===== src/rtl/pwm_sar_pkg.sv =====
// rtl/pwm_sar_pkg.sv - shared types and constants for the PWM SAR loop
package pwm_sar_pkg;

  typedef enum logic [1:0] {IDLE, SETTLE, SAMPLE} settle_state_t;

  localparam int MAX_SETTLE_PERIODS = 255;

  function automatic int period_len(input int width);
    return 2 ** width;
  endfunction

endpackage


===== src/rtl/pwm_period_gen.sv =====
// rtl/pwm_period_gen.sv - free-running PWM period counter with registered pwm output
module pwm_period_gen
  import pwm_sar_pkg::*;
#(
  parameter int WIDTH = 8
) (
  input  logic             clk,
  input  logic             reset,
  input  logic [WIDTH-1:0] duty_next_i,
  output logic             tick_o,
  output logic             pwm_o
);

  localparam logic [WIDTH-1:0] CNT_LAST = WIDTH'(period_len(WIDTH) - 1);

  logic [WIDTH-1:0] cnt_q, cnt_d;
  logic             pwm_q, pwm_d;

  // pwm is computed from next-cycle count and duty so the flop output lines up with cnt
  always_comb begin
    cnt_d = cnt_q + WIDTH'(1);
    pwm_d = (cnt_d < duty_next_i);
  end

  always_ff @(posedge clk) begin
    if (reset) begin
      cnt_q <= '0;
      pwm_q <= 1'b0;
    end else begin
      cnt_q <= cnt_d;
      pwm_q <= pwm_d;
    end
  end

  assign tick_o = (cnt_q == CNT_LAST);
  assign pwm_o  = pwm_q;

endmodule


===== src/rtl/pwm_dac_settle_sequencer.sv =====
// rtl/pwm_dac_settle_sequencer.sv - loads SAR trial codes at period boundaries and pulses sample_en once settled
module pwm_dac_settle_sequencer
  import pwm_sar_pkg::*;
#(
  parameter int WIDTH          = 8,
  parameter int SETTLE_PERIODS = 4
) (
  input  logic             clk,
  input  logic             reset,
  input  logic             run,
  input  logic [WIDTH-1:0] duty_in,
  output logic             pwm_out,
  output logic             sample_en,
  output logic [WIDTH-1:0] applied_duty,
  output logic             settling
);

  if (SETTLE_PERIODS < 1 || SETTLE_PERIODS > MAX_SETTLE_PERIODS) begin : g_bad_settle
    $error("SETTLE_PERIODS must be within 1..MAX_SETTLE_PERIODS");
  end

  localparam logic [7:0] SETTLE_LAST = 8'(SETTLE_PERIODS - 1);

  settle_state_t    state_q, state_d;
  logic [7:0]       settle_cnt_q, settle_cnt_d;
  logic [WIDTH-1:0] applied_q, applied_d;
  logic             tick;

  pwm_period_gen #(.WIDTH(WIDTH)) u_period_gen (
    .clk        (clk),
    .reset      (reset),
    .duty_next_i(applied_d),
    .tick_o     (tick),
    .pwm_o      (pwm_out)
  );

  always_comb begin
    state_d      = state_q;
    settle_cnt_d = settle_cnt_q;
    applied_d    = applied_q;
    sample_en    = 1'b0;
    settling     = 1'b0;
    unique case (state_q)
      IDLE: begin
        if (run && tick) begin
          applied_d    = duty_in;
          settle_cnt_d = '0;
          state_d      = SETTLE;
        end
      end
      SETTLE: begin
        settling = 1'b1;
        if (!run) begin
          state_d = IDLE;
        end else if (tick) begin
          if (settle_cnt_q == SETTLE_LAST) state_d = SAMPLE;
          else settle_cnt_d = settle_cnt_q + 8'd1;
        end
      end
      SAMPLE: begin
        sample_en = 1'b1;
        state_d   = IDLE;
      end
      default: state_d = IDLE;
    endcase
  end

  always_ff @(posedge clk) begin
    if (reset) begin
      state_q      <= IDLE;
      settle_cnt_q <= '0;
      applied_q    <= '0;
    end else begin
      state_q      <= state_d;
      settle_cnt_q <= settle_cnt_d;
      applied_q    <= applied_d;
    end
  end

  assign applied_duty = applied_q;

endmodule


===== config.mk =====
export PLATFORM = sky130hd
export DESIGN_NAME = pwm_dac_settle_sequencer
export DESIGN_NICKNAME = d
export VERILOG_FILES = /design/src/rtl/pwm_sar_pkg.sv /design/src/rtl/pwm_period_gen.sv /design/src/rtl/pwm_dac_settle_sequencer.sv
export SDC_FILE = /design/constraint.sdc
export NUM_CORES = 1
export LEC_CHECK = 0
export CORE_MARGIN = 10
export CORE_UTILIZATION = 28
export DETAILED_ROUTE_END_ITERATION = 12
export GPL_ROUTABILITY_DRIVEN = 0
export GPL_TIMING_DRIVEN = 0
export PLACE_DENSITY = 0.52
export RECOVER_POWER = 100
export SYNTH_ARGS = -nofsm -noshare
export SYNTH_HDL_FRONTEND = slang
export SYNTH_SLANG_ARGS = --single-unit

===== constraint.sdc =====
create_clock -name clk -period 3.15 [get_ports clk]
set_clock_uncertainty 0.05 [all_clocks]
set_input_delay 0.4725 -clock clk [delete_from_list [all_inputs] [get_ports clk]]
set_output_delay 0.4725 -clock clk [all_outputs]
set_load 0.01 [all_outputs]

After elaboration in Yosys (flattened, before gate mapping)
Cells that the tools add are included. W data, S select, Z words.

Flip-flop bits (word level): 27. Input port bits: 11. Word-level logic and storage cells: 37.

Add/subtract/negate cells: 2. Order comparisons: 1. Equal/unequal tests: 10. Muxes and demuxes: 14. Reductions and logical operators: 5.

Operator list (number): $mux W8 (6); $add A8 B1 Y8 const B (2); $pmux W8 S2 (1); $eq A8 B2 Y1 const B (1); $eq A8 B8 Y1 const B (1); $lt A8 B8 Y1 (1); $mux W2 (4); $ne A2 B2 Y1 const B (4); $ne A3 B3 Y1 const B (2); $reduce_and A5 Y1 (1); $pmux W2 S2 (1); $reduce_and A3 Y1 (1); $eq A2 B1 Y1 const B (1); $eq A2 B2 Y1 const B (1); $logic_not A2 Y1 (1); $mux W1 (2); $reduce_bool A2 Y1 (1); $logic_and A1 B1 Y1 (1).

Longest topological paths before layout
Depth after elaboration: 5. Gate-level depth with buffers: 10. Mapped depth without buffers: 9.

By module
A second synthesis with hierarchy kept.

Cells, all modules: 150. Area total of the unflattened synthesis: 1392.6 µm².

By module, submodules not included: pwm_dac_settle_sequencer (times used 1, cells an instance 90, area an instance 873.3 µm², sequential area each 360.3 µm²); pwm_period_gen (times used 1, cells an instance 60, area an instance 519.2 µm², sequential area each 180.2 µm²).

Worst setup path before layout
No wires, ideal clock.

Path type: reg-to-reg. From: register u_period_gen.cnt_q[0]. To: register u_period_gen.pwm_q (netlist: u_period_gen.pwm_o). Library setup time: 0.086 ns. Arrival: 2.404 ns. Setup slack: 0.611 ns. Cell stages (with the launch flop): 11. Path buffers: 1. Clock period less this slack: 2.539 ns. Path through: dfxtp_1 ha_1 nand3_1 buf_6 nor3_4 mux2i_1 ha_1 a21o_1 a211oi_1 a21oi_1 a211oi_1.

Longest elaborated chain between the ends: 5. Elaborated cells between the ends (all ways): 6.

Ends and longest elaborated chain: start: declaration (line pwm_period_gen.sv:16) `logic [WIDTH-1:0] cnt_q, cnt_d;`; start signal: assignment (line pwm_period_gen.sv:30) `cnt_q <= cnt_d;`; parallel branches: the longest is 4 deep, another holds $add A8 B1 Y8; $lt A8 B8 Y1 * (line pwm_period_gen.sv:22) `pwm_d = (cnt_d < duty_next_i);`; end signal: assignment (line pwm_period_gen.sv:31) `pwm_q <= pwm_d;`; end: declaration (line pwm_period_gen.sv:17) `logic pwm_q, pwm_d;`.

Every way passes the cells marked *. A chain may end at the register's enable or synchronous reset.

Final worst setup path
From: input run. To: register u_period_gen.pwm_q (netlist: u_period_gen.pwm_o).

Longest elaborated chain between the ends: 4.

Ends and longest elaborated chain: start: declaration (line pwm_dac_settle_sequencer.sv:10) `input logic run,`; $logic_and A1 B1 Y1 (line pwm_dac_settle_sequencer.sv:45) `if (run && tick) begin`; $mux W8 (line pwm_dac_settle_sequencer.sv:45); $mux W8 (line pwm_dac_settle_sequencer.sv:43) `unique case (state_q)`; $lt A8 B8 Y1 (line pwm_period_gen.sv:22).

Every way passes these cells.

==> metrics <==
Antenna Violating Nets Remaining=0; Ys Warns=0; Fin. Hold Viols=0; area grow syn2layout=24.1%; multi-input logic area=791 um2; Post-Syn Nets=about 170; port bufs=21; Tot GR Track Use=8.00%; hold crit path type=reg -> reg; Post-Route WL=3310 um; CP Data Required Time=3.29 ns; R2R depth=10; DP HPWL=2620 um; shortest period the worst path allows=a little under 3 ns; largest net degree at the start of global routing=16; DR vias/cell=4.71; Yosys reg bits=27; CTS tree=yes; flop-to-flop setup slack=0.27 ns; Data arrival, critical path=3.10 ns; die height=around 90 um; setup violators final=0; CTS Root Cell=clkbuf_8; TritonCTS buffer count=3; fin area=1730 um2; worst r2r src=u_period_gen.cnt_q[0]; Synth Instances=145; worst skew pair latency=between 0.2 and 0.3 ns; cell area after placement=1690 um2; Sequential Area=541 um2; number of enable flip-flop cells after synthesis=0; Slew @ Worst Pin=just under 0.7 ns; worst relative slew slack=53.5%; register area share after synthesis=38.7%; row cnt=25; Max Buffers Root-to-Sink=2; Main synth FF type=dfxtp_1; P_leak=0.697 nW; CTS resizes=0; DR iter-0 viols=36; # nets final=194; global-route wire length before repair=5560 um; number of global-route vias before repair=1,172; I/O pin count=22; total number of vias=around 1.1k; WL per Instance=13.8 um; Fillers=489; Initial Util=between 20% and 30%; clock sinks=27; share of cells above drive strength 1=8.67%; startpoint types=primary input; Distinct cells, synth=43; Worst Hold End=u_period_gen.cnt_q[0]; CP Capture Type=flop; total die area=8210 um2; total grt overflow=0; outcome=finished, final reports clean; worst vdd ir=0.182 mV; Max Transition Viols Final=0; PwrDens=about 350 nW/um2; Max Cap Viol=0; initial antenna violation count=0; Final period util=a little over nine tenths; cell area after synthesis=1400 um2; crit path kind=in -> reg; Synth async-reset ratio=0%; # DRC=0; RSZ-0062 raised after global routing=no; Core Box Area=4790 um2; Max Clk Rate=0.338 GHz; CP Max Fanout=5; CTS H-tree depth=1; hold path startpoint=u_period_gen.cnt_q[0]; drt first pass iters=4; Cells on Worst Hold Path=1; Avg Inst Size Synth=9.62 um2; Tot Pwr=approximately 600 uW; die width=~90 um; worst reg2reg endpoint=u_period_gen.pwm_o; Clk pin slew, worst setup/hold paths=0.10 ns; # diodes=0
==> worst max-delay path by stage <==
stage / from / endpoint / depth (start not counted)
after floorplan: u_period_gen.cnt_q[0] / u_period_gen.pwm_o / 10
after global placement: run / u_period_gen.pwm_o / 9
after detailed placement: run / u_period_gen.pwm_o / 9
after CTS: run / u_period_gen.pwm_o / 9
after global routing: u_period_gen.cnt_q[0] / u_period_gen.pwm_o / 10
final: run / u_period_gen.pwm_o / 9
==> per-stage QoR <==
stage	instances	hold slack, ns	TNS [ns]	setup WS, ns	utilization, %
after floorplan	145	0.387	0	0.611	-
after global routing	240	0.463	0	0.0699	36.2
final	240	0.435	0	0.191	36.2
after detailed placement	233	0.416	-0.180	-0.180	35.3
after CTS	237	0.437	0	0.101	36.3
after global placement	233	0.406	-0.201	-0.201	35.3
==> what timing repair did <==
action                     in CTS  in global routing
setup endpoints to repair       0                  1
buffers inserted                0                  3
hold endpoints to repair        0                  0
hold buffers                    0                  0
==> layout by cell type (no fill, tap or decap), drive strengths merged, types with 5 or more instances in the layout <==
master	instances
and2	6
clkbuf	6
clkdlybuf4s50	9
dfxtp	27
dlygate4sd3	12
ha	9
inv	8
mux2i	7
nand3	6
nor2	19
nor3	5
==> sequential cells by signal, summed over array words and instances, names as in the netlist <==
| signal | flops |
|---|---|
| applied_duty | 8 |
| u_period_gen.cnt_q | 8 |
| settle_cnt_q | 8 |
| u_period_gen.pwm_o | 1 |
| state_q | 2 |
==> power by group <==
group	leakage [nW]	switching [mW]	internal [mW]	total, mW
clock network	0.0255	0.109	0.0886	0.198
registers	0.218	0.00347	0.346	0.349
logic	0.453	0.0230	0.0297	0.0527
total	0.697	0.136	0.464	0.600
==> cell type report <==
type,count,share of cell area [%]
plain buffers,2,0.434
clock buffers,3,2.38
multi-input cells,108,45.7
repair buffers,24,13.4
well taps,67,4.84
flip-flops and latches,27,31.2
inverters,8,1.73
clock inverters,1,0.289
==> cells by family after synthesis <==
logic type,share of synthesized area [%]
and+or+nand+nor,26.6
DFF,38.7
AOI/OAI and AO/OA,12.5
buffers and inverters,3.23
adders and majority gates,8.07
xor gates and xnor gates,5.02
muxes,5.83
==> worst max-delay path, stage by stage <==
cell and delay, ns:
clkdlybuf4s50_1 0.51, or3b_4 0.41, nor3_4 0.30, buf_4 0.22, mux2i_1 0.25, ha_1 0.28
a21o_1 0.19, a211o_1 0.29, a211oi_1 0.18
==> synthesized netlist by cell type (all sizes together) (3+ instances only) <==
cell | instances | area share, %
a31oi | 3 | 1.3
o32ai | 3 | 1.9
a21oi | 4 | 1.4
xor2 | 4 | 2.5
nor2 | 19 | 5.1
ha | 9 | 8.1
nor3 | 5 | 3.0
and2 | 6 | 2.7
dfxtp | 27 | 39
nor4 | 3 | 2.4
nand3 | 6 | 2.2
mux2i | 7 | 5.0
nor2b | 4 | 1.8
nand4 | 3 | 2.4
a211oi | 3 | 1.6
nand2 | 4 | 1.1
xnor2 | 4 | 2.5
inv | 8 | 2.2
==> routing by layer <==
layer / GRT usage, % / wire (um) / vias up
li1: - / - / 583
met1: 9.11 / 1480 / 537
met2: 14.4 / 1690 / 9
met3: 2.00 / 116 / 2
met4: 1.99 / 19 / 0
met5: 0 / 0 / -
Note: power is estimated with default switching activity, not from simulation.
